`config.mk`:
```
export PLATFORM = sky130hd
export DESIGN_NAME = panxi_spsram_arb
export DESIGN_NICKNAME = d
export VERILOG_FILES = /design/src/rtl/panxi_spsram_arb.sv
export SDC_FILE = /design/constraint.sdc
export NUM_CORES = 1
export LEC_CHECK = 0
export CAP_MARGIN = 20
export CORE_AREA = 4 4 103 105
export CTS_BUF_LIST = sky130_fd_sc_hd__clkbuf_8
export CTS_CLUSTER_SIZE = 12
export DETAILED_ROUTE_END_ITERATION = 7
export DIE_AREA = 0 0 107 109
export GPL_ROUTABILITY_DRIVEN = 0
export PLACE_DENSITY_LB_ADDON = 0.1
export SYNTH_ARGS = -nofsm -noshare
export SYNTH_HDL_FRONTEND = slang
export SYNTH_SLANG_ARGS = --single-unit
```
`constraint.sdc`:
```
create_clock -name ACLK -period 3.3 [get_ports ACLK]
set_input_delay 0.495 -clock ACLK [delete_from_list [all_inputs] [get_ports ACLK]]
set_output_delay 0.495 -clock ACLK [all_outputs]
set_load 0.005 [all_outputs]
```
`src/rtl/panxi_spsram_arb.sv`:
```
// ---------------------------------------------------------------------------
// panxi_spsram_arb
//   Two-port round-robin arbiter/sequencer in front of one single-port SRAM
//   (panxi_spsram_1024x32). Port I is a read-only fetch port, port D is a
//   load/store port with byte strobes. Each port may have one transaction
//   outstanding; its response is held until the port accepts it.
//
// Ports
//   ACLK, ARST                       clock, synchronous active-high reset
//   I_REQ_VALID/READY/ADDR           port I read request
//   I_RSP_VALID/READY/DATA           port I read response
//   D_REQ_VALID/READY/WRITE/ADDR     port D request
//   D_REQ_WDATA/STRB                 port D write data and byte enables
//   D_RSP_VALID/READY/DATA           port D response (read data / write ack)
//   MEM_CEN/AADDR/ADATA_XI/GWEN/AWEN SRAM strobes (active low enables)
//   MEM_ADATA_XO                     SRAM read data, one cycle after access
// ---------------------------------------------------------------------------
module panxi_spsram_arb #(
  parameter int ADDR_WIDTH = 10,
  parameter int DATA_WIDTH = 32,
  parameter int STRB_WIDTH = DATA_WIDTH / 8
) (
  input  logic                  ACLK,
  input  logic                  ARST,

  input  logic                  I_REQ_VALID,
  output logic                  I_REQ_READY,
  input  logic [ADDR_WIDTH-1:0] I_REQ_ADDR,
  output logic                  I_RSP_VALID,
  input  logic                  I_RSP_READY,
  output logic [DATA_WIDTH-1:0] I_RSP_DATA,

  input  logic                  D_REQ_VALID,
  output logic                  D_REQ_READY,
  input  logic                  D_REQ_WRITE,
  input  logic [ADDR_WIDTH-1:0] D_REQ_ADDR,
  input  logic [DATA_WIDTH-1:0] D_REQ_WDATA,
  input  logic [STRB_WIDTH-1:0] D_REQ_STRB,
  output logic                  D_RSP_VALID,
  input  logic                  D_RSP_READY,
  output logic [DATA_WIDTH-1:0] D_RSP_DATA,

  output logic                  MEM_CEN,
  output logic [ADDR_WIDTH-1:0] MEM_AADDR,
  output logic [DATA_WIDTH-1:0] MEM_ADATA_XI,
  output logic                  MEM_GWEN,
  output logic [DATA_WIDTH-1:0] MEM_AWEN,
  input  logic [DATA_WIDTH-1:0] MEM_ADATA_XO
);

  localparam logic P_I = 1'b0;
  localparam logic P_D = 1'b1;

  // Expand byte strobes into an active-low per-bit write enable.
  function automatic logic [DATA_WIDTH-1:0] f_strb_to_awen(
    input logic [STRB_WIDTH-1:0] strb
  );
    logic [DATA_WIDTH-1:0] awen;
    for (int i = 0; i < DATA_WIDTH; i++) begin
      awen[i] = ~strb[i/8];
    end
    return awen;
  endfunction

  // Outstanding flags. A port's response becomes visible on the same edge
  // that marks it outstanding and retires on the same edge that clears it,
  // so the outstanding flag doubles as the response-valid register.
  logic                  r_out_i;
  logic                  r_out_d;
  logic                  r_last;       // last granted port
  logic                  r_fresh_i;    // access happened last cycle: data on XO
  logic                  r_fresh_d;
  logic                  r_wack_d;     // last D access was a write
  logic [DATA_WIDTH-1:0] r_hold_i;
  logic [DATA_WIDTH-1:0] r_hold_d;

  logic                  w_elig_i;
  logic                  w_elig_d;
  logic                  w_gnt_i;
  logic                  w_gnt_d;
  logic [DATA_WIDTH-1:0] w_i_rsp_data;
  logic [DATA_WIDTH-1:0] w_d_rsp_data;

  // ---- stage 0: arbitration and SRAM access (acceptance cycle) ----
  assign w_elig_i = I_REQ_VALID & ~r_out_i;
  assign w_elig_d = D_REQ_VALID & ~r_out_d;

  // On a tie the port that did not win last time is served.
  assign w_gnt_i = ~ARST & w_elig_i & (~w_elig_d | (r_last == P_D));
  assign w_gnt_d = ~ARST & w_elig_d & (~w_elig_i | (r_last == P_I));

  assign I_REQ_READY = w_gnt_i;
  assign D_REQ_READY = w_gnt_d;

  always_comb begin
    MEM_CEN      = 1'b1;
    MEM_AADDR    = '0;
    MEM_ADATA_XI = '0;
    MEM_GWEN     = 1'b1;
    MEM_AWEN     = '1;
    if (w_gnt_i) begin
      MEM_CEN   = 1'b0;
      MEM_AADDR = I_REQ_ADDR;
    end else if (w_gnt_d) begin
      MEM_CEN   = 1'b0;
      MEM_AADDR = D_REQ_ADDR;
      if (D_REQ_WRITE) begin
        MEM_GWEN     = 1'b0;
        MEM_ADATA_XI = D_REQ_WDATA;
        MEM_AWEN     = f_strb_to_awen(D_REQ_STRB);
      end
    end
  end

  // ---- stage 1: response presentation ----
  // First response cycle forwards SRAM output; later cycles replay the hold.
  assign w_i_rsp_data = r_fresh_i ? MEM_ADATA_XO : r_hold_i;
  assign w_d_rsp_data = r_fresh_d ? (r_wack_d ? '0 : MEM_ADATA_XO) : r_hold_d;

  assign I_RSP_VALID = r_out_i;
  assign D_RSP_VALID = r_out_d;
  assign I_RSP_DATA  = w_i_rsp_data;
  assign D_RSP_DATA  = w_d_rsp_data;

  always_ff @(posedge ACLK) begin
    if (ARST) begin
      r_out_i   <= 1'b0;
      r_out_d   <= 1'b0;
      r_last    <= P_D;
      r_fresh_i <= 1'b0;
      r_fresh_d <= 1'b0;
      r_wack_d  <= 1'b0;
      r_hold_i  <= '0;
      r_hold_d  <= '0;
    end else begin
      // A grant needs the port idle, so set and clear never coincide.
      r_out_i   <= w_gnt_i | (r_out_i & ~I_RSP_READY);
      r_out_d   <= w_gnt_d | (r_out_d & ~D_RSP_READY);
      r_fresh_i <= w_gnt_i;
      r_fresh_d <= w_gnt_d;
      if (w_gnt_d) begin
        r_wack_d <= D_REQ_WRITE;
      end
      if (r_fresh_i) begin
        r_hold_i <= w_i_rsp_data;
      end
      if (r_fresh_d) begin
        r_hold_d <= w_d_rsp_data;
      end
      if (w_gnt_i) begin
        r_last <= P_I;
      end else if (w_gnt_d) begin
        r_last <= P_D;
      end
    end
  end

endmodule

```
==> results of run 1 <==
-- critical path: stages --
cell and delay [ns]:
sky130_fd_sc_hd__clkdlybuf4s50_1 0.52, sky130_fd_sc_hd__nand4bb_1 0.20, sky130_fd_sc_hd__nor2_4 0.34, sky130_fd_sc_hd__buf_4 0.23, sky130_fd_sc_hd__and2_1 0.13, sky130_fd_sc_hd__clkdlybuf4s50_1 0.51
-- worst paths after layout --
check        slack [ns]    startpoint          endpoint
min reg2reg        0.48  r_hold_d[27]      r_hold_d[27]
max reg2reg        1.72     r_fresh_i       r_hold_i[8]
max                0.38   D_REQ_VALID  MEM_ADATA_XI[12]
min                0.48  r_hold_d[27]      r_hold_d[27]
-- layer usage --
metal  vias up  GRT usage
li1       1619          -
met1      1419     0.2066
met2       120     0.3053
met3        19    0.07815
met4         0    0.05114
met5         -          0
-- power breakdown --
group	internal (W)	switching [W]
sequential	0.000889	0.0000250
combinational	0.000353	0.000179
clock	0.000506	0.000327
-- cells in the final DEF, fill, tap and decap left out --
cell type / n
sky130_fd_sc_hd__nor3_1: 2
sky130_fd_sc_hd__nor2b_1: 32
sky130_fd_sc_hd__a21oi_1: 32
sky130_fd_sc_hd__nor4b_1: 1
sky130_fd_sc_hd__nor2_1: 3
sky130_fd_sc_hd__nand2_1: 68
sky130_fd_sc_hd__clkbuf_8: 9
sky130_fd_sc_hd__a22o_1: 10
sky130_fd_sc_hd__mux2_1: 5
sky130_fd_sc_hd__buf_2: 1
sky130_fd_sc_hd__a211o_1: 1
sky130_fd_sc_hd__dfxtp_2: 1
sky130_fd_sc_hd__nor2_4: 1
sky130_fd_sc_hd__dfxtp_1: 69
sky130_fd_sc_hd__nor3b_1: 1
sky130_fd_sc_hd__nor2b_2: 1
sky130_fd_sc_hd__nand2b_1: 33
sky130_fd_sc_hd__inv_1: 2
sky130_fd_sc_hd__and2_1: 32
sky130_fd_sc_hd__a21o_1: 2
sky130_fd_sc_hd__clkdlybuf4s50_1: 237
sky130_fd_sc_hd__nor4b_4: 1
sky130_fd_sc_hd__mux2_2: 27
sky130_fd_sc_hd__buf_4: 9
sky130_fd_sc_hd__clkinvlp_4: 1
sky130_fd_sc_hd__bufinv_16: 3
sky130_fd_sc_hd__clkinv_2: 1
sky130_fd_sc_hd__nand4bb_1: 1
sky130_fd_sc_hd__o32ai_1: 1
sky130_fd_sc_hd__and3b_4: 1
sky130_fd_sc_hd__inv_6: 2
-- flip-flops by register name (all words and copies together) (netlist names) --
register and cells:
r_last 1, D_RSP_VALID 1, r_fresh_d 1, r_hold_d 32, I_RSP_VALID 1, r_fresh_i 1
r_hold_i 32, r_wack_d 1
-- per-stage QoR --
step | worst slack (ns) | hold slack, ns
2_1_floorplan | 1.291 | 0.4527
3_5_place_dp | 0.3562 | 0.4679
6_report | 0.3785 | 0.4769
4_1_cts | 0.3433 | 0.4819
3_3_place_gp | 0.4453 | 0.4639
5_1_grt | 0.2195 | 0.5045
-- layout make-up --
type                       instances  area [sq um]  area share
multi-input combinational        255          1608      0.2738
inverter                           2         7.507    0.001278
timing repair buffer             247          2445      0.4163
sequential                        70          1403      0.2388
clock inverter                     7         120.1     0.02045
tap                              133         166.4     0.02833
clock buffer                       9         123.9     0.02109
-- cells by family after synthesis --
kind of cell	Yosys count	share of synthesized area
AND/OR/NAND/NOR	177	0.2876
flip-flops	70	0.4178
buffers and inverters	54	0.1037
AO/OA/AOI/OAI	46	0.08355
multiplexers	32	0.1074
==> results list, run 1 <==
- Before antenna repair, the detailed router went through 4 iterations.
- For this run, the leading register cell type out of synthesis is sky130_fd_sc_hd__dfxtp_1.
- Mapped Cells: 379
- Measured against its own limit, the worst slew margin works out to 0.4320.
- Yosys instantiated no cell more often than sky130_fd_sc_hd__dfxtp_1.
* Number of instances on the worst hold path: 2
- The H-tree was split into 3 levels.
* Most area-hungry cell type in the Yosys netlist: sky130_fd_sc_hd__dfxtp_1
* Async SR Flop Fraction: 0
* Final #Nets: between 600 and 700
* Count of unique library cells instantiated by Yosys: 26
- Summed over all layers, the global routing overflow is 0.
- Summing all non-filler instances in the final layout gives an area of 5873 sq um.
* Run status: finished clean
- Top cells by area, synth: sky130_fd_sc_hd__dfxtp_1 (42%), sky130_fd_sc_hd__mux2_2 (9.1%), sky130_fd_sc_hd__nand2_1 (7.6%)
- Top Ports: 239
- Sequential area share after synthesis: 0.4178
- Fill cells in the final layout number 873.
* Share of the synthesized area in the top cell type: 0.4178
- Core Footprint: just under 10000 sq um
* Sum of negative setup slack: 0 ns
- Buffers inserted during clock tree synthesis total 9.
* Leakage power: roughly 2.4 nW
* Pin count of the biggest net entering global routing: 37
- Area growth from synthesis to layout: 75.08%
- Number of hold violations in the final report: 0
* Sinks on Clock Net: 70
- The count of pins over their slew limit came to 0.
* Uppermost routed layer: met4
* Post-detailed-route count of antenna-violating nets: 0
- Number of buffers inserted by port buffering: approximately 240
* Starting density of the core: 0.3480
- N_diodes: 0
* CTS-repair resized insts: 0
* Netlist area before placement: 3354 sq um
- CTS placed an instance of sky130_fd_sc_hd__clkbuf_8 at the clock tree root.
- Average routed wire per standard cell: 15.15 um
- Type of the tightest min-delay check: reg2reg
* Data required time at the worst endpoint: approximately 2.8 ns
- Synth Register Bits: 70
* Utilization of the core after routing: 0.6093
- For the worst setup path, the data arrival time is 2.43 ns.
* FMAX: around 0.34 GHz
* Instance area after placement: roughly 5600 sq um
- Total met3 wirelength after detailed routing: 903 um
- Fraction of the cycle the final worst path needs: 0.8853
* Crit start category: input port
- GRT Overall Usage: 0.1798
- Unrepaired setup endpoints after global routing: false
- VDD sags by at most 268.4 uV.
* Vias in the first global route: 3180
- Detailed placement finished with a half-perimeter wire length of 8.596 mm.
- Met2 wire len: 5.537 mm
- The count of cells in the finished layout, fillers not included, comes to 723.
- STA classifies the critical path endpoint as an output port.
- Of all nets on the critical path, the largest fanout is 19.
- After synthesis, the mean cell area works out to between 8 and 9 sq um.
- Clock latency at the later pin of the worst-skew pair: 0.34 ns
* Length of routed wiring on met1: 4.333 mm
* Cell count after placement: slightly above 700
- Iteration-0 DRC Markers: 59
- Overall power after layout: around 0.0023 W
* Count of yosys warnings during synthesis: 0
* Drt via density: 4.394
- In the final layout, the share of cells above drive strength 1 is 0.09831.
- After clock tree synthesis, the clock-pin slew on the worst setup and hold paths is approximately 0.070 ns.
* Maximum clock skew at final layout: 0.007364 ns
* Post-Route WL: 10.95 mm
* Number of cells on the worst reg-to-reg path: 2
- Buffers inserted to repair hold after CTS numbered 0.
* Count of flip-flops with a built-in enable after synthesis: 0
- Synth cell count leaders: sky130_fd_sc_hd__dfxtp_1 (70), sky130_fd_sc_hd__nand2_1 (68), sky130_fd_sc_hd__buf_4 (33), sky130_fd_sc_hd__nand2b_1 (33), sky130_fd_sc_hd__nor2b_1 (33)
* Horiz. Die Dim: 107 um
- Dividing total power by cell area gives a power density of 387.9 nW/um^2.
- Height of the die: 109 um
- CTS tree: built
* Period minus WS final: 2.921 ns
- Number of buffers inserted to repair setup after CTS: 0
* Number of antenna violations at the first check in global routing: 0
- First-pass GRT wire length: 16.44 mm
* Slew at the pin with the worst max-slew slack: roughly 0.85 ns
- The die covers 11660 sq um.
- Post-synth net total: 474
* Max-cap check violation count: 0
* Buffer levels on the longest clock path: 2
- The worst setup path is of the in2out kind.
- DRC viols: 0
- Row count: 36
* Detailed-route via count: about 3200
* Final count of negative-setup-slack endpoints: 0
(Power assumes the default switching activity.)
==> inputs of run 2 (changes only) <==
--- a/config.mk
+++ b/config.mk
@@ -6,13 +6,14 @@
 export NUM_CORES = 1
 export LEC_CHECK = 0
 export CAP_MARGIN = 20
-export CORE_AREA = 4 4 103 105
+export CORE_AREA = 4 4 115 95
 export CTS_BUF_LIST = sky130_fd_sc_hd__clkbuf_8
 export CTS_CLUSTER_SIZE = 12
 export DETAILED_ROUTE_END_ITERATION = 7
-export DIE_AREA = 0 0 107 109
+export DIE_AREA = 0 0 119 99
 export GPL_ROUTABILITY_DRIVEN = 0
 export PLACE_DENSITY_LB_ADDON = 0.1
+export SKIP_CTS_REPAIR_TIMING = 1
 export SYNTH_ARGS = -nofsm -noshare
 export SYNTH_HDL_FRONTEND = slang
 export SYNTH_SLANG_ARGS = --single-unit
==> results list, run 2 (synthesis gave the netlist of run 1 again) <==
- The run finished with clean final reports.
- The ratio of final minimum period to clock period came to 0.8823 (-0.003025).
- The delay of the slowest cell on the worst path came to 0.52 ns (about the same).
* Area used by multi-input combinational logic: 1608 sq um (unchanged)
- Peak VDD IR: 180.3 uV (-33%)
- Buffering stage count on the worst path with inverters included: 3 (unchanged)
- The first-pass iteration count of the detailed router came to 4 (unchanged).
- Largest registers: r_hold_d (32), r_hold_i (32)
* Sum of negative setup slack: 0 ns (unchanged)
- Clock edge transition at the registers on the reported setup and hold paths: 0.06 ns (about the same)
* Number of hold violations in the final report: 0 (unchanged)
* N_diodes: 0 (unchanged)
- First-pass GRT wire length: 17.07 mm (+3.9%)
* GR Overflow Total: 0 (unchanged)
- The final setup violation count came to 0 (unchanged).
- The starting DRC count in detailed routing is 89 (+51%).
- The total clock buffers created by CTS is 9 (unchanged).
- The power per cell area was 350.4 nW/um^2 (-9.7%).
- Number of buffers inserted by port buffering: 238 (unchanged)
- Kind of capture point of the worst setup path: output port
- Number of slew-limit violations in the final report: 0 (unchanged)
- Proportion of layout cells with a drive suffix above 1: 0.09338 (-0.004926)
- STA classifies the critical path startpoint as an input port.
* Post-detailed-route count of antenna-violating nets: 0 (unchanged)
- The relative slew slack came to 0.4280 (-0.004009).
- The per-cell routed wire length is 15.08 um (-0.43%).
- The number of sinks on the clock net is 70 (unchanged).
- The final core utilization is 0.6004 (-0.008931).
* GRT Overall Usage: 0.1828 (+0.003010)
- The area inside the core boundary is 9649 sq um (+0.10%).
* Horiz. Die Dim: 119 um (+11%)
- The cell family contributing the most delay on the critical path is buffers and inverters.
* Most used cell, CP: sky130_fd_sc_hd__clkdlybuf4s50_1
- Maximum fanout along the worst path: 23 (+4)
- Top Ports: 239 (unchanged)
- Critical path cell sequence: clkdlybuf4s50_1 > nand4bb_1 > nor2_4 > buf_4 > and2_1 > clkdlybuf4s50_1
* Area growth from synthesis to layout: 72.70%
- Detailed-route via count: 3210 (+1.0%)
- Maximum clock skew at final layout: 0.005069 ns (-0.002295 ns)
- Period minus WS final: 2.912 ns (-0.009984 ns)
- Sequential cell area in the final layout: 1403 sq um (unchanged)
- The library cell used most frequently in the layout, excluding fill and tap cells, is sky130_fd_sc_hd__clkdlybuf4s50_1.
- Row count: 32 (-11%)
- The average vias per placed instance was 4.428 (+0.76%).
* Unrepaired setup endpoints after global routing: false
* Number of fill cells: 869 (-0.46%)
- Type of the tightest min-delay check: reg2reg
* DRC viols: 0 (unchanged)
* Post-Route WL: 10.94 mm (-0.16%)
* Most frequent cells in the layout: sky130_fd_sc_hd__clkdlybuf4s50_1 (237), sky130_fd_sc_hd__dfxtp_1 (69), sky130_fd_sc_hd__nand2_1 (68)
- The vertical die dimension came to 99 um (-9.2%).
- CTS placed an instance of sky130_fd_sc_hd__clkbuf_8 at the clock tree root.
- Number of antenna violations at the first check in global routing: 0 (unchanged)
* Final #Nets: 679 (-0.15%)
- The max-capacitance violation count was 0 (unchanged).
- The floorplan die area is 11780 sq um (+1.0%).
- Clock latency at the later pin of the worst-skew pair: 0.34 ns (about the same)
- TritonCTS built the clock tree.
* FMAX: 0.3435 GHz (+0.34%)
- The total half-perimeter wirelength after legalization and detailed placement is 8.580 mm (-0.18%).
- For this design, the slowest cell found on the critical path is sky130_fd_sc_hd__clkdlybuf4s50_1.
- The leakage dissipation was 2.363 nW (-1.3%).
- Worst setup path class: in2out
* Data required time at the worst endpoint: 2.80 ns (about the same)
* Vias in the first global route: 3463 (+8.9%)
* Buffer levels on the longest clock path: 2 (unchanged)
* Pin count of the biggest net entering global routing: 51 (+38%)
- The deepest level of the CTS H-tree is 3 (unchanged).
- The starting utilization of the core area is 0.3476 (-0.0003610).
- The critical path arrival was 2.42 ns (about the same).
- Slew at the pin with the worst max-slew slack: 0.8580 ns (+0.006013 ns)
[run 2: cell types whose count changed in the layout (fill, tap and decap cells not counted), sizes merged]
cell,change
bufinv,-3
clkinv,+2
buf,-1
clkbuf,+1
[run 2: per-layer routing]
layer,track usage,share of wire,vias up
li1,-,-,1604
met1,0.1820,0.37,1459
met2,0.3343,0.52,132
met3,0.09065,0.094,15
met4,0.05610,0.014,0
met5,0,0,-
[run 2: area by class of cell]
cell class	instances	area share
Inverter	2	0.001296
Timing Repair Buffer	246	0.4207
Tap cell	136	0.02937
Clock buffer	10	0.02376
Sequential cell	70	0.2421
Multi-Input combinational cell	255	0.2775
Clock inverter	6	0.005184
[run 2: worst paths after layout]
path                                   start              end  slack, ns  cells after the start
worst max-delay path             D_REQ_VALID  MEM_ADATA_XI[5]       0.39                      6
worst min-delay path            r_hold_d[12]     r_hold_d[12]       0.48                      2
worst max register to register     r_fresh_i     r_hold_i[18]       1.71                      2
worst min register to register  r_hold_d[12]     r_hold_d[12]       0.48                      2
[run 2: power by group]
part	switching, W	leakage, nW	internal [W]
Clock	0.000303	0.0944	0.000283
Combinational	0.000177	1.70	0.000352
Sequential	0.0000252	0.571	0.000889
[run 2: stage by stage]
stage	setup WS, ns	hold slack [ns]	area (sq um)	std cells	power [W]
floorplan	1.291	0.4527	3354	379	0.001130
global placement	0.4432	0.4637	5625	709	0.001464
detailed placement	0.3724	0.4692	5625	709	0.001468
CTS	0.3636	0.4814	5793	725	0.002067
global route	0.2404	0.4947	5793	725	0.002144
finish	0.3885	0.4772	5793	725	0.002030
[run 2: worst reg2reg max path: stages, from the launching register on]
cell                      delay (ns)
sky130_fd_sc_hd__dfxtp_2        0.89
sky130_fd_sc_hd__mux2_2         0.45
sky130_fd_sc_hd__nor2b_1        0.13
